## config.mk

```make
export PLATFORM = sky130hd
export DESIGN_NAME = toggle_divider
export DESIGN_NICKNAME = d
export VERILOG_FILES = /design/src/rtl/toggle_divider.sv
export SDC_FILE = /design/constraint.sdc
export NUM_CORES = 1
export LEC_CHECK = 0
export CORE_MARGIN = 4
export CORE_UTILIZATION = 45
export CTS_BUF_LIST = sky130_fd_sc_hd__clkbuf_8
export DETAILED_ROUTE_END_ITERATION = 16
export PLACE_DENSITY = 0.67
export SYNTH_ARGS = -nofsm -noshare
export SYNTH_HDL_FRONTEND = slang
export SYNTH_SLANG_ARGS = --single-unit
```

## constraint.sdc

```tcl
create_clock -name CK -period 3.2 [get_ports CK]
set_input_delay 0.64 -clock CK [delete_from_list [all_inputs] [get_ports CK]]
set_output_delay 0.64 -clock CK [all_outputs]
set_load 0.01 [all_outputs]
```

## src/rtl/toggle_divider.sv

```systemverilog
// toggle_divider: programmable square-wave divider with tick strobe and glitch-free divisor reload
module toggle_divider #(
  parameter int WIDTH = 8,
  parameter int unsigned RESET_DIV = 1
) (
  input  logic             CK,
  input  logic             RB,
  input  logic             EN,
  input  logic             CLR,
  input  logic             LD,
  input  logic [WIDTH-1:0] DIV,
  output logic             Q,
  output logic             TICK,
  output logic             PEND,
  output logic [WIDTH-1:0] CNT
);
  logic [WIDTH-1:0] div_in, div_act, div_pend;
  logic wrap;
  // zero divisor behaves as one; a wrap ends the current half-period
  always_comb begin
    div_in = (DIV == '0) ? WIDTH'(1) : DIV;
    wrap = EN && !CLR && (CNT == div_act - WIDTH'(1));
  end
  // period boundaries (clear or wrap) adopt the newest divisor; elsewhere loads are staged
  always_ff @(posedge CK or negedge RB) begin
    if (!RB) begin
      CNT <= '0;
      Q <= 1'b0;
      TICK <= 1'b0;
      PEND <= 1'b0;
      div_act <= WIDTH'(RESET_DIV);
      div_pend <= WIDTH'(RESET_DIV);
    end else if (CLR || wrap) begin
      CNT <= '0;
      Q <= CLR ? 1'b0 : ~Q;
      TICK <= wrap;
      PEND <= 1'b0;
      div_act <= LD ? div_in : PEND ? div_pend : div_act;
    end else begin
      CNT <= EN ? CNT + WIDTH'(1) : CNT;
      TICK <= 1'b0;
      if (LD) begin
        div_pend <= div_in;
        PEND <= 1'b1;
      end
    end
  end
endmodule

```

==> summary.txt <==
Power
  • Sw power: 222 uW
  • Pwr/cell area: 426 nW/um2
  • Flop pwr share: 54.8%
  • Switch share: 28.8%
  • Internal power of the cells: 547 uW
  • Max IR drop VDD: 0.309 mV
  • Leakage: 0.761 nW
  • Clock Power Share: 25.0%
  • Comb power frac: 20.2%

Cells and area
  • Fin nets: 189
  • Layout cell share with drive strength beyond 1: 11.6%
  • Syn-to-layout area delta: 21.9%
  • Diodes inserted: 0

Logic synthesis
  • Netlist cell types: 34
  • Adder-Cell Fraction of Synth Area: 1.69%
  • Yosys Warn Count: 0
  • Avg Cell Area, Syn: 9.87 um2
  • Synth Instances: 150
  • Ys async rst share: 100%
  • Most common cell in the netlist: dfrtp_1
  • Synthesized cell area: 1480 um2
  • Complex-gate fraction of the synthesized area: 14.4%
  • Post-synth top area share: 42.3%
  • Post-synth EDFFs: 0
  • Commonest cells post-synth: 25 x dfrtp_1, 21 x nor2_1, 15 x nand2_1
  • Mux contribution to synthesized area: 7.44%
  • Register area share after synthesis: 45.8%
  • Syn Nets: 165
  • Fraction of synthesized cell area in xor and xnor cells: 9.47%
  • Area leader, netlist: dfrtp_1
  • Top cells by area, synth: dfrtp_1 42%, mux2_2 6.1%, xor2_1 5.9%
  • Synth Area in Simple Gates: 18.4%
  • Largest family of logic cells by synthesized area: simple AND/OR/NAND/NOR gates
  • Yosys reg bits: 27
  • Most used DFF post-synth: dfrtp_1

Detailed routing
  • DR WL/cell: 14.9 um
  • Vias: 1188
  • DRC: 0
  • Routed Antenna Nets: 0
  • DR pass1 iterations: 4
  • Drt total wl: 3220 um
  • First DRT Iteration DRCs: 38
  • Vias per cell: 5.47

Timing
  • Setup violations, final: 0
  • Worst slew pin tran: 618 ps
  • Fin Setup TNS: 0 ps
  • Max frequency: 0.362 GHz
  • Pins over their slew limit: 0
  • Fin. Hold Viols: 0
  • Setup Skew: 9.40 ps
  • Unrepaired setup endpoints after global routing: false
  • Max_slew headroom: 58.8%
  • Setup ws final: 441 ps
  • Final min period: 2760 ps
  • Period utilisation layout: 86.2%

Worst setup path
  • Critical Path AT: 2950 ps
  • FF-to-FF path depth: 8
  • Critical Path RT: 3390 ps
  • Crit. Startpoint: div_act[0]$_DFFE_PN1P_
  • Worst R2R End: div_act[6]$_DFFE_PN0P_
  • Crit end category: flip-flop
  • End point of the critical path: div_act[6]$_DFFE_PN0P_
  • Crit path launch type: flip-flop
  • Crit path max fanout: 8
  • Reg2reg setup slack: 440 ps
  • Worst r2r src: div_act[0]$_DFFE_PN1P_
  • Setup CP Type: flip-flop to flip-flop

CTS
  • H-tree levels: 1
  • Clock root cell: clkbuf_8
  • CTS Buf Count: 3
  • Clk sinks: 27
  • Bufs on Longest Clock Path: 2
  • Setup Buffers After CTS: 0
  • Clock transition at path regs: 100 ps
  • TritonCTS clock tree: done
  • # hold bufs at CTS: 0
  • Clock Latency Late Sink: 270 ps
  • Post-CTS sizing: 0

GRT
  • First-pass GRT wire length: 5640 um
  • Met2 Use GR: 27.3%
  • Vias in the first global route: 1230
  • Met1 usage: 22.6%
  • Initial antenna violation count: 0
  • Global Route Usage Sum: 16.9%
  • Most Crowded Layer GR: met2
  • Largest net degree at the start of global routing: 28
  • Met3 Track Usage GR: 4.10%
  • Grt ovf: 0

Run status
  • Status: finished, final reports clean

Placed design
  • Worst slack, placed: 460 ps
  • Port Buffers: 23
  • DP HPWL: 2420 um
  • Gpl congestion: 0.856

Die
  • Num ports: 24
  • Die Width: 65.4 um
  • Die Ht: 65.4 um
  • Initial Utilization: 47.7%
  • Core ar.: 3100 um2
  • DIE AREA: 4270 um2
  • # rows: 20

Min path
  • Hold Crit Class: flip-flop to flip-flop

Flow run
  • Max_cap viols: 0
worst min path at each step:
stage / end / depth (start not counted) / slack, ps / start
finish: Q$_DFFE_PN0P_ / 1 / 480 / Q$_DFFE_PN0P_
global route: Q$_DFFE_PN0P_ / 1 / 500 / Q$_DFFE_PN0P_
CTS: Q$_DFFE_PN0P_ / 1 / 490 / Q$_DFFE_PN0P_
detailed placement: Q$_DFFE_PN0P_ / 1 / 480 / Q$_DFFE_PN0P_
global placement: Q$_DFFE_PN0P_ / 1 / 480 / Q$_DFFE_PN0P_
floorplan: CNT[0]$_DFFE_PN0P_ / 0 / 340 / RB
metrics by stage:
| stage | utilization, % | instances | power [mW] | hold slack (ps) | instance area, um2 |
|---|---|---|---|---|---|
| finish | 58.1 | 217 | 0.769 | 483 | 1800 |
| global route | 58.1 | 217 | 0.814 | 501 | 1800 |
| CTS | 58.1 | 217 | 0.776 | 488 | 1800 |
| detailed placement | 56.7 | 213 | 0.584 | 476 | 1760 |
| global placement | 56.7 | 213 | 0.576 | 478 | 1760 |
| floorplan | - | 150 | 0.521 | 344 | 1480 |
placed cells by master (no fill, tap or decap), types with 3 or more instances in the layout:
cell type	netlist	layout
dfrtp_1	25	25
clkdlybuf4s50_1	0	23
nor2_1	21	21
nand2_1	15	15
xor2_1	10	10
o21ai_0	9	9
mux2_2	8	8
xnor2_1	6	6
a2bb2oi_1	6	6
inv_1	4	4
nand2b_1	4	4
nand4_1	4	4
nor3_1	3	3
clkbuf_8	0	3
logic make-up (layout without fill, tap and decap cells):
| family | Yosys count | count (layout) |
|---|---|---|
| buf+inv | 11 | 34 |
| fa+ha+maj | 2 | 2 |
| mux | 10 | 10 |
| xor+xnor | 16 | 16 |
| compound gates | 29 | 29 |
| flops | 27 | 27 |
| simple gates | 55 | 55 |
cell type report:
| type | instances | area, um2 |
|---|---|---|
| clock buffers | 3 | 41.3 |
| clock inverters | 1 | 5.00 |
| fillers | 288 | 1300 |
| inverters | 5 | 18.8 |
| multi-input cells | 112 | 761 |
| flip-flops and latches | 27 | 678 |
| well taps | 44 | 55.1 |
| repair buffers | 25 | 245 |
per-layer routing:
metal	vias to the layer above	part of all wire, %
met5	-	0
met4	0	0.96
met2	35	48
met3	4	4.4
met1	577	47
li1	572	-
power groups by stage:
stage | Combinational [mW] | Sequential, mW | Clock, mW
2_1_floorplan | 0.105 | 0.416 | 0
3_3_place_gp | 0.151 | 0.425 | 0
3_5_place_dp | 0.155 | 0.428 | 0
4_1_cts | 0.156 | 0.422 | 0.198
5_1_grt | 0.172 | 0.428 | 0.214
6_report | 0.155 | 0.422 | 0.192
critical path: stages, from the launching register on:
cell       delay [ps]
dfstp_2           600
inv_1              70
ha_1              290
o21bai_1          190
a2111oi_0         420
a311o_1           190
o211ai_2          140
a21oi_1           550
a2bb2oi_1         220
sequential cells by signal, summed over array words and instances (netlist names):
name      cells
Q             1
PEND          1
div_pend      8
TICK          1
div_act       8
CNT           8
(Power assumes the default switching activity.)
